<file path="src/rtl/rrf_wr_ctl_pkg.sv">
// rtl/rrf_wr_ctl_pkg.sv - shared backend constants, FSM state enum and helpers for the rrf write controller
//
// Purpose : port count, address-space sizing, controller state encoding and
//           small helper functions shared by rrf_wr_ctl and rrf_wr_squash.
// Ports   : none (package)

package rrf_wr_ctl_pkg;

    localparam int ALU_WIDTH = 64;
    localparam int RRF_PORTS = 9;
    localparam int RRF_AW    = 6;
    localparam int RRF_SQW   = 4;

    typedef enum logic [1:0] {
        RUN   = 2'd0,
        DRAIN = 2'd1,
        CLR   = 2'd2
    } rrf_state_e;

    // Register file size: 32 base entries plus 16 per extra tile.
    function automatic int rrf_addr_count(input int extra);
        return 32 + 16 * extra;
    endfunction

    // Number of clear cycles needed to cover the register file with all ports.
    function automatic int rrf_clr_cycles(input int extra);
        return (rrf_addr_count(extra) + RRF_PORTS - 1) / RRF_PORTS;
    endfunction

    function automatic logic [RRF_AW-1:0] rrf_clr_addr(input logic [3:0] idx, input int p);
        int a;
        a = RRF_PORTS * int'(32'(idx)) + p;
        return a[RRF_AW-1:0];
    endfunction

    function automatic logic rrf_clr_wen(input logic [3:0] idx, input int p, input int addr_count);
        int a;
        a = RRF_PORTS * int'(32'(idx)) + p;
        return a < addr_count;
    endfunction

    function automatic logic [7:0] rrf_sat_add8(input logic [7:0] a, input logic [RRF_SQW-1:0] b);
        logic [8:0] s;
        s = {1'b0, a} + {5'd0, b};
        return s[8] ? 8'hFF : s[7:0];
    endfunction

endpackage

</file>
<file path="src/rtl/rrf_wr_squash.sv">
// rtl/rrf_wr_squash.sv - combinational same-address squash for one retire bundle
//
// Purpose : masks enables so that at most one write port targets any address;
//           the highest-numbered enabled slot wins. Out-of-range addresses are
//           dropped without being counted as collisions.
// Ports   : en_i     - per-slot enable
//           addr_i   - per-slot register address
//           wen_o    - masked per-slot write enable
//           sq_cnt_o - number of slots squashed by a later same-address slot

module rrf_wr_squash
    import rrf_wr_ctl_pkg::*;
#(
    parameter int ADDR_COUNT = 32
) (
    input  logic [RRF_PORTS-1:0]              en_i,
    input  logic [RRF_PORTS-1:0][RRF_AW-1:0]  addr_i,
    output logic [RRF_PORTS-1:0]              wen_o,
    output logic [RRF_SQW-1:0]                sq_cnt_o
);

    logic [RRF_PORTS-1:0] valid;
    logic [RRF_PORTS-1:0] squash;

    always_comb begin
        valid    = '0;
        squash   = '0;
        sq_cnt_o = '0;
        for (int i = 0; i < RRF_PORTS; i++) begin
            valid[i] = en_i[i] && (32'(addr_i[i]) < 32'(ADDR_COUNT));
        end
        // Two out-of-range slots with equal addresses are both invalid, so
        // neither is counted.
        for (int i = 0; i < RRF_PORTS; i++) begin
            for (int j = i + 1; j < RRF_PORTS; j++) begin
                if (valid[i] && valid[j] && (addr_i[i] == addr_i[j])) begin
                    squash[i] = 1'b1;
                end
            end
        end
        for (int i = 0; i < RRF_PORTS; i++) begin
            sq_cnt_o = sq_cnt_o + RRF_SQW'(squash[i]);
        end
        wen_o = valid & ~squash;
    end

endmodule

</file>
<file path="src/rtl/rrf_wr_ctl.sv">
// rtl/rrf_wr_ctl.sv - retire-bundle write controller with whole-file clear for the rrf
//
// Purpose : buffers retire bundles in a 2-entry FIFO, pops one per cycle into
//           registered write-port outputs (with same-address squash), and on
//           request drains and then zeroes the whole register file.
// Ports   : clk, rst        - clock, synchronous active-high reset
//           in_vld/in_rdy   - retire bundle handshake
//           in_en/addr/data - per-slot enable, address and data
//           clear_req       - single-cycle request to zero the register file
//           wr_addr/data/wen- rrf write ports 0..8 (registered)
//           busy            - high while draining or clearing
//           coll_cnt        - saturating count of squashed slots

module rrf_wr_ctl
    import rrf_wr_ctl_pkg::*;
#(
    parameter int DATA_WIDTH = ALU_WIDTH,
    parameter int EXTRA      = 0
) (
    input  logic                                  clk,
    input  logic                                  rst,
    input  logic                                  in_vld,
    output logic                                  in_rdy,
    input  logic [RRF_PORTS-1:0]                  in_en,
    input  logic [RRF_PORTS-1:0][RRF_AW-1:0]      in_addr,
    input  logic [RRF_PORTS-1:0][DATA_WIDTH-1:0]  in_data,
    input  logic                                  clear_req,
    output logic [RRF_PORTS-1:0][RRF_AW-1:0]      wr_addr,
    output logic [RRF_PORTS-1:0][DATA_WIDTH-1:0]  wr_data,
    output logic [RRF_PORTS-1:0]                  wr_wen,
    output logic                                  busy,
    output logic [7:0]                            coll_cnt
);

    localparam int         ADDR_COUNT = rrf_addr_count(EXTRA);
    localparam logic [3:0] CLR_LAST   = 4'(rrf_clr_cycles(EXTRA));

    rrf_state_e                           state_q, state_d;
    logic [1:0]                           cnt_q, cnt_d;
    logic [3:0]                           idx_q, idx_d;
    logic [RRF_PORTS-1:0]                 hd_en_q, hd_en_d, tl_en_q, tl_en_d;
    logic [RRF_PORTS-1:0][RRF_AW-1:0]     hd_addr_q, hd_addr_d, tl_addr_q, tl_addr_d;
    logic [RRF_PORTS-1:0][DATA_WIDTH-1:0] hd_data_q, hd_data_d, tl_data_q, tl_data_d;
    logic [RRF_PORTS-1:0]                 wen_q, wen_d;
    logic [RRF_PORTS-1:0][RRF_AW-1:0]     waddr_q, waddr_d;
    logic [RRF_PORTS-1:0][DATA_WIDTH-1:0] wdata_q, wdata_d;
    logic [7:0]                           coll_q, coll_d;

    logic                 push;
    logic                 pop;
    logic [RRF_PORTS-1:0] sq_wen;
    logic [RRF_SQW-1:0]   sq_cnt;

    rrf_wr_squash #(
        .ADDR_COUNT (ADDR_COUNT)
    ) u_squash (
        .en_i     (hd_en_q),
        .addr_i   (hd_addr_q),
        .wen_o    (sq_wen),
        .sq_cnt_o (sq_cnt)
    );

    // rst gates in_rdy so no bundle appears accepted during the reset cycle.
    assign in_rdy   = !rst && (state_q == RUN) && (cnt_q != 2'd2);
    assign busy     = (state_q != RUN);
    assign wr_wen   = wen_q;
    assign wr_addr  = waddr_q;
    assign wr_data  = wdata_q;
    assign coll_cnt = coll_q;

    always_comb begin
        state_d   = state_q;
        cnt_d     = cnt_q;
        idx_d     = idx_q;
        hd_en_d   = hd_en_q;
        hd_addr_d = hd_addr_q;
        hd_data_d = hd_data_q;
        tl_en_d   = tl_en_q;
        tl_addr_d = tl_addr_q;
        tl_data_d = tl_data_q;
        wen_d     = '0;
        waddr_d   = waddr_q;
        wdata_d   = wdata_q;
        coll_d    = coll_q;

        // DRAIN keeps popping so bundles accepted before the clear land first.
        pop  = (state_q != CLR) && (cnt_q != 2'd0);
        push = in_vld && in_rdy;

        if (pop) begin
            wen_d   = sq_wen;
            waddr_d = hd_addr_q;
            wdata_d = hd_data_q;
            coll_d  = rrf_sat_add8(coll_q, sq_cnt);
        end

        if (push && pop) begin
            // Only reachable at count 1: the head leaves and the new bundle
            // takes its place, so count and order are preserved.
            hd_en_d   = in_en;
            hd_addr_d = in_addr;
            hd_data_d = in_data;
        end else if (pop) begin
            hd_en_d   = tl_en_q;
            hd_addr_d = tl_addr_q;
            hd_data_d = tl_data_q;
            cnt_d     = cnt_q - 2'd1;
        end else if (push) begin
            if (cnt_q == 2'd0) begin
                hd_en_d   = in_en;
                hd_addr_d = in_addr;
                hd_data_d = in_data;
            end else begin
                tl_en_d   = in_en;
                tl_addr_d = in_addr;
                tl_data_d = in_data;
            end
            cnt_d = cnt_q + 2'd1;
        end

        unique case (state_q)
            RUN: begin
                if (clear_req) begin
                    state_d = DRAIN;
                end
            end
            DRAIN: begin
                if ((cnt_q == 2'd0) && (wen_q == '0)) begin
                    state_d = CLR;
                    idx_d   = '0;
                end
            end
            CLR: begin
                if (idx_q == CLR_LAST) begin
                    state_d = RUN;
                    idx_d   = '0;
                end else begin
                    for (int p = 0; p < RRF_PORTS; p++) begin
                        waddr_d[p] = rrf_clr_addr(idx_q, p);
                        wdata_d[p] = '0;
                        wen_d[p]   = rrf_clr_wen(idx_q, p, ADDR_COUNT);
                    end
                    idx_d = idx_q + 4'd1;
                end
            end
            default: begin
                state_d = RUN;
            end
        endcase
    end

    always_ff @(posedge clk) begin
        if (rst) begin
            state_q   <= RUN;
            cnt_q     <= '0;
            idx_q     <= '0;
            hd_en_q   <= '0;
            hd_addr_q <= '0;
            hd_data_q <= '0;
            tl_en_q   <= '0;
            tl_addr_q <= '0;
            tl_data_q <= '0;
            wen_q     <= '0;
            waddr_q   <= '0;
            wdata_q   <= '0;
            coll_q    <= '0;
        end else begin
            state_q   <= state_d;
            cnt_q     <= cnt_d;
            idx_q     <= idx_d;
            hd_en_q   <= hd_en_d;
            hd_addr_q <= hd_addr_d;
            hd_data_q <= hd_data_d;
            tl_en_q   <= tl_en_d;
            tl_addr_q <= tl_addr_d;
            tl_data_q <= tl_data_d;
            wen_q     <= wen_d;
            waddr_q   <= waddr_d;
            wdata_q   <= wdata_d;
            coll_q    <= coll_d;
        end
    end

endmodule

</file>
<file path="config.mk">
export PLATFORM = sky130hd
export DESIGN_NAME = rrf_wr_ctl
export DESIGN_NICKNAME = d
export VERILOG_FILES = /design/src/rtl/rrf_wr_ctl_pkg.sv /design/src/rtl/rrf_wr_squash.sv /design/src/rtl/rrf_wr_ctl.sv
export SDC_FILE = /design/constraint.sdc
export NUM_CORES = 2
export LEC_CHECK = 0
export CAP_MARGIN = 10
export CORE_AREA = 2 2 505 507
export DETAILED_ROUTE_END_ITERATION = 10
export DIE_AREA = 0 0 507 509
export SETUP_SLACK_MARGIN = 0.4
export SYNTH_ARGS = -nofsm -noshare
export SYNTH_HDL_FRONTEND = slang
export SYNTH_SLANG_ARGS = --single-unit
</file>
<file path="constraint.sdc">
create_clock -name clk -period 4.5 [get_ports clk]
set_clock_uncertainty 0.1 [all_clocks]
set_input_delay 0.9 -clock clk [delete_from_list [all_inputs] [get_ports clk]]
set_output_delay 0.9 -clock clk [all_outputs]
set_load 0.01 [all_outputs]
</file>
# Yosys cells after proc, flatten, opt, wreduce, memory -nomap -nowiden
# Cells that the tools add are included.
[totals]
ff_bits = 1933
latchBits = 0
ramBits = 0
rom_bits = 0
inputBits = 643
output_inout_bits = 649
wordCells = 317
mem_count = 0
[op_classes]
n_addsub = 19
n_mul = 1
n_div = 0
order_cmp = 18
n_eq_ne = 44
n_shift = 0
muxes = 67
n_bitwise = 5
n_reduce_logical = 102
[op_table]
columns = ["cell", "n"]
rows = [
  ["576-bit 2-to-1 mux", 7],
  ["54-bit 2-to-1 mux", 7],
  ["32-bit by 7-bit less-than comparator with 1-bit output (second input constant)", 8],
  ["6-bit equality test", 36],
  ["32-bit by 4-bit adder with 32-bit output (second input constant)", 4],
  ["1-bit logical AND", 87],
  ["32-bit by 3-bit adder with 32-bit output (second input constant)", 2],
  ["9-bit 2-to-1 mux", 7],
  ["6-bit less-than comparator (second input constant)", 9],
  ["1-bit 2-to-1 mux", 36],
  ["32-bit by 2-bit adder with 32-bit output (second input constant)", 1],
  ["4-bit by 1-bit adder with 4-bit output", 6],
  ["2-bit 2-to-1 mux", 5],
  ["2-bit inequality test (second input constant)", 5],
  ["8-bit by 4-bit adder with 9-bit output", 1],
  ["8-bit by 4-bit adder with 9-bit output (second input constant)", 1],
  ["9-bit AND", 1],
  ["9-bit zero test", 1],
  ["9-bit by 6-bit less-than comparator with 1-bit output (second input constant)", 1],
  ["8-bit inverter with 9-bit output", 1],
  ["4-bit by 4-bit multiplier with 8-bit output (first input constant)", 1],
  ["4-bit 2-to-1 mux", 2],
  ["8-bit 2-to-1 mux", 1],
  ["4-bit one-hot mux with 2 select lines", 1],
  ["other kinds (16)", 25],
]

# Logic depth before layout (Yosys ltp)
[logic_depth]
ltp_word = 21
depth_mapped = 22
mapped_depth_nobuf = 21

# Hierarchy
# A second synthesis with hierarchy kept.
[hier_totals]
cells_unflattened = 9702
area_unflattened_um2 = 75538.7
[by_module_without_submodules]
columns = ["module", "n_inst", "cells_per_inst", "area_each_um2", "seq_area_each_um2"]
rows = [
  ["rrf_wr_ctl", 1, 9338, 72618.4, 38697.1],
  ["rrf_wr_squash", 1, 364, 2920.3, 0.0],
]

# Least setup slack after synthesis
# No wires, ideal clock.
[synth_timing]
path_type = "reg-to-reg"
from = "reg hd_addr_q[15] (netlist name)"
to = "reg coll_q[0] (netlist: coll_cnt[0])"
setup_ns = 0.133
arrival_time_ns = 4.654
t_required_ns = 4.267
path_slack_ns = -0.386
stages_incl_launch_ff = 20
n_path_buf = 1
period_less_slack_ns = 4.886
cell_sequence = "dfxtp_1 -> buf_2 -> inv_1 -> a221o_1 -> nor4_1 -> a31oi_1 -> and3_1 -> or2_2 -> fa_1 -> fa_1 -> fa_1 -> fa_1 -> inv_1 -> fa_1 -> a21o_1 -> a21oi_1 -> nor2_1 -> and2_1 -> nand2_1 -> a31oi_1"
[synth_via]
elab_chain_len = 20
elab_cells_between_ends = 55
classes_between = "add/sub: 8; order compare: 1; eq/ne: 8; mux: 21; reduce/logical: 17"
[synth_lines]
columns = ["element", "line_no", "source"]
rows = [
  ["start, declared", "rrf_wr_ctl.sv:42", "logic [RRF_PORTS-1:0][RRF_AW-1:0] hd_addr_q, hd_addr_d, tl_addr_q, tl_addr_d;"],
  ["start signal, assigned", "rrf_wr_ctl.sv:172", "hd_addr_q <= hd_addr_d;"],
  ["6-bit less-than comparator", "rrf_wr_squash.sv:30", "valid[i] = en_i[i] && (32'(addr_i[i]) < 32'(ADDR_COUNT));"],
  ["1-bit logical AND", "rrf_wr_squash.sv:30", ""],
  ["1-bit logical AND (2 in series)", "rrf_wr_squash.sv:36", "if (valid[i] && valid[j] && (addr_i[i] == addr_i[j])) begin"],
  ["1-bit 2-to-1 mux (7 in series)", "rrf_wr_squash.sv:36", ""],
  ["1-bit by 1-bit adder with 2-bit output", "rrf_wr_squash.sv:42", "sq_cnt_o = sq_cnt_o + RRF_SQW'(squash[i]);"],
  ["4-bit by 1-bit adder with 4-bit output (*) (6 in series)", "rrf_wr_squash.sv:42", ""],
  ["8-bit by 4-bit adder with 9-bit output (*)", "rrf_wr_ctl_pkg.sv:44", "s = {1'b0, a} + {5'd0, b};"],
  ["8-bit 2-to-1 mux (*)", "rrf_wr_ctl_pkg.sv:45", "return s[8] ? 8'hFF : s[7:0];"],
  ["end signal, assigned", "rrf_wr_ctl.sv:180", "coll_q <= coll_d;"],
  ["end, declared", "rrf_wr_ctl.sv:47", "logic [7:0] coll_q, coll_d;"],
]
# Mark *: on every way between the ends. The rest lies on a longest branch, timed or not.
# A chain may end at the register's enable or synchronous reset.

# Worst setup path after layout
[layout_timing]
from = "reg hd_addr_q[4] (netlist name)"
to = "reg coll_q[1] (netlist: coll_cnt[1])"
[layout_via]
elab_chain_len = 21
elab_cells_between_ends = 43
classes_between = "add/sub: 8; order compare: 1; eq/ne: 8; mux: 9; reduce/logical: 17"
[layout_lines]
columns = ["element", "line_no"]
rows = [
  ["6-bit less-than comparator", "rrf_wr_squash.sv:30"],
  ["1-bit logical AND", "rrf_wr_squash.sv:30"],
  ["1-bit logical AND (2 in series)", "rrf_wr_squash.sv:36"],
  ["1-bit 2-to-1 mux (7 in series)", "rrf_wr_squash.sv:36"],
  ["1-bit 2-to-1 mux (*)", "rrf_wr_squash.sv:36"],
  ["1-bit by 1-bit adder with 2-bit output (*)", "rrf_wr_squash.sv:42"],
  ["4-bit by 1-bit adder with 4-bit output (*) (6 in series)", "rrf_wr_squash.sv:42"],
  ["8-bit by 4-bit adder with 9-bit output (*)", "rrf_wr_ctl_pkg.sv:44"],
  ["8-bit 2-to-1 mux (*)", "rrf_wr_ctl_pkg.sv:45"],
]
# Marks and branches as above.

==> flow_summary.yaml <==
layout:
  finish.utilization_pct: 39.47
  stdcell_count: 14250
  area_growth_pct: 32.68
  nets: 11320
  layout_common_cells: "nand2_1 (3780), dfxtp_1 (1929), clkdlybuf4s50_1 (1290)"
  n_fill_cell: 26040
  drive_gt1_share_pct: 6.436
  final_common_cell: "nand2_1"
critical_path:
  critPathMaxFanout: 9
  timing.rr.end: "coll_cnt[1]$_SDFFE_PP0P_"
  cp.required_ns: 5.11
  critPathLaunchType: "register"
  worstSetupPathType: "register to register"
  cp-startpoint: "hd_addr_q[4]$_SDFFE_PP0P_"
  end_kind: "register"
  reg2regPathDepth: 21
  reg2reg_from: "hd_addr_q[4]$_SDFFE_PP0P_"
  crit_arrival_ns: 5.66
  r2r_slack_ns: -0.56
logic_synthesis:
  synthAdderAreaFrac_pct: 0.4991
  synth_top_flop_cell: "dfxtp_1"
  synth_compound_area_share_pct: 16.77
  synth_seq_area_share_pct: 51.46
  netlist_area_sq_um: 75200
  ys_ff_latch: 1933
  synth_top_family_by_area: "simple AND/OR/NAND/NOR gates"
  async_reset_ff_share_pct: 0
  synthSimpleGateAreaFrac_pct: 23.72
  yosysWarnings: 0
  avgSynthCellArea_sq_um: 7.768
  syn-instance-count: 9681
  synth_mux_area_share_pct: 0.02662
  synth-xor-area-share_pct: 2.411
  synth-edff-count: 0
  ys_types: 54
  syn-num-nets: 10350
worst_hold_path:
  min_delay_path_depth: 2
  hold_end: "wr_data[73]$_SDFF_PP0_"
  hold_path.class: "register to register"
  hp-start: "hd_data_q[73]$_SDFFE_PP0P_"
routing:
  wire_per_inst_um: 20.87
  totalWireLength_um: 297400
  dr.pass1.iters: 6
  drc_errors: 0
  final_antenna_net_count: 0
  first_iter_violations: 6503
  vias: 70510
  viasPerCell: 4.949
global_route:
  grt_util_met3_pct: 6.683
  use_met1_pct: 28.37
  antenna_found_initial: 97
  grt_overflow: 0
  grt_pass1_vias: 63640
  grt_util_met2_pct: 33.34
  grt_pass1_wl_um: 429300
  track_usage_pct: 21.76
  top_usage_layer: "met2"
  grt_max_degree: 203
clock_network:
  clk_latency_ns: 0.87
  cts_tree: "built"
  cts-hold-fix-buffers: 0
  clk_path_buf_depth: 3
  numCtsBuffers: 209
  clkSinkCount: 1933
  root_buffer: "clkbuf_16"
  clkTransAtPathRegs_ns: 0.06
  htree_levels: 4
timing:
  setup_slack_ns: -0.5551
  hold_violations: 0
  fmaxAchievable_mhz: 197.8
  drv_slew: 0
  rsz0062_at_grt: "true"
  worstMarginPinSlew_ns: 1.174
  period_needed_ns: 5.055
  relSlewSlack_pct: 21.72
  period_share_pct: 112.3
  whs_ns: 0.2937
  setup_viol: 8
floorplanning:
  initial_core_util_pct: 29.75
  dieArea_sq_um: 258100
  die_w_um: 507
  coreArea_sq_um: 252800
  rows: 185
  pin_count: 1292
  die_h_um: 509
placed_design:
  gp_congestion: 0.8976
  dp_cells: 13790
  hpwl_um: 206500
  place_ws_ns: -0.6913
  port_buffers: 1291
power:
  power_density_nw_per_um2: 643.3
  p_leak_uw: 0.03421
  finalPower_uw: 64190
  peakVddDrop_mv: 0.7135
status:
  status: "finished with violations"
  violations: "negative setup slack"
flow_run:
  drv_cap: 0
[through the flow]
stage / instance area [sq um] / setup TNS, ns
after CTS: 99520 / -4.378
after global routing: 99720 / -5.826
final: 99780 / -4.315
after detailed placement: 91980 / -5.329
after floorplan: 75400 / -0.5150
after global placement: 91980 / -5.085
[worst max-delay path: stages, from the launching register on]
cell,delay (ns)
dfxtp_2,0.35
buf_12,0.15
xor2_1,0.16
nor4_1,0.07
buf_4,0.15
a31oi_4,0.15
nand4_1,0.15
a21bo_2,0.26
ha_4,0.27
inv_2,0.04
fa_1,0.54
fa_1,0.44
fa_2,0.38
fa_1,0.51
inv_2,0.06
fa_2,0.35
a21o_1,0.20
a21oi_2,0.14
nor2_2,0.06
and2_4,0.19
nand2_4,0.09
a31oi_1,0.08
[repair_timing]
action,CTS,global route
buffers inserted,5,1
gates cloned,1,0
resized for setup,18,14
endpoints found under the setup margin,8,8
pin swaps,6,8
[cell usage after synthesis (12+ instances only)]
library cell,n,share of area [%]
nor3_1,23,0.15
nor2_1,725,3.6
nand2b_1,13,0.11
buf_1,48,0.24
nor2b_1,12,0.10
clkbuf_1,363,1.8
o21ai_0,20,0.13
inv_1,16,0.080
buf_4,15,0.15
xor2_1,81,0.94
a31oi_1,23,0.19
xnor2_1,126,1.5
nand2_1,3782,19
a311oi_1,647,7.5
dfxtp_1,1933,51
a21oi_1,1250,8.3
nor4_1,37,0.31
nand4_1,27,0.22
a2111oi_0,17,0.20
ha_1,22,0.37
nand3_1,20,0.13
buf_2,411,2.7
[power breakdown]
part           switching [uW]  internal (uW)  leakage (uW)
logic                   14600           8290        0.0149
clock network            7610          10700       0.00360
registers                2380          20500        0.0157
[flip-flops by register name (all words and copies together) (netlist names), 54 cells and up]
signal	cells
hd_data_q	576
tl_data_q	576
wr_data	576
hd_addr_q	54
tl_addr_q	54
wr_addr	54
[per-layer routing]
layer / up-vias / wire (um)
li1: 34190 / -
met1: 33400 / 128000
met2: 2439 / 133600
met3: 437 / 25950
met4: 44 / 9466
met5: - / 277
[cell type report]
type	count	area (sq um)	share of cell area [%]
clock inverters	85	1340	1.343
flip-flops and latches	1933	38700	38.79
diodes	68	170.2	0.1705
repair buffers	1596	16370	16.40
inverters	17	71.32	0.07148
well taps	3366	4212	4.221
multi-input cells	6888	32870	32.94
clock buffers	295	6045	6.058
[logic make-up after synthesis]
family / after synthesis
xor gates and xnor gates: 207
buffers and inverters: 860
and+or+nand+nor: 4659
AOI/OAI and AO/OA: 1993
DFF: 1933
muxes: 2
adders and majority gates: 27
[worst max-delay path by stage]
stage | to | slack (ns) | depth (start not counted)
floorplan | coll_cnt[7]$_SDFFE_PP0P_ | -0.07 | 19
global placement | coll_cnt[1]$_SDFFE_PP0P_ | -0.65 | 21
detailed placement | coll_cnt[0]$_SDFFE_PP0P_ | -0.69 | 21
CTS | coll_cnt[1]$_SDFFE_PP0P_ | -0.56 | 21
global route | coll_cnt[0]$_SDFFE_PP0P_ | -0.75 | 21
finish | coll_cnt[1]$_SDFFE_PP0P_ | -0.56 | 21
Note: power is estimated with default switching activity, not from simulation.
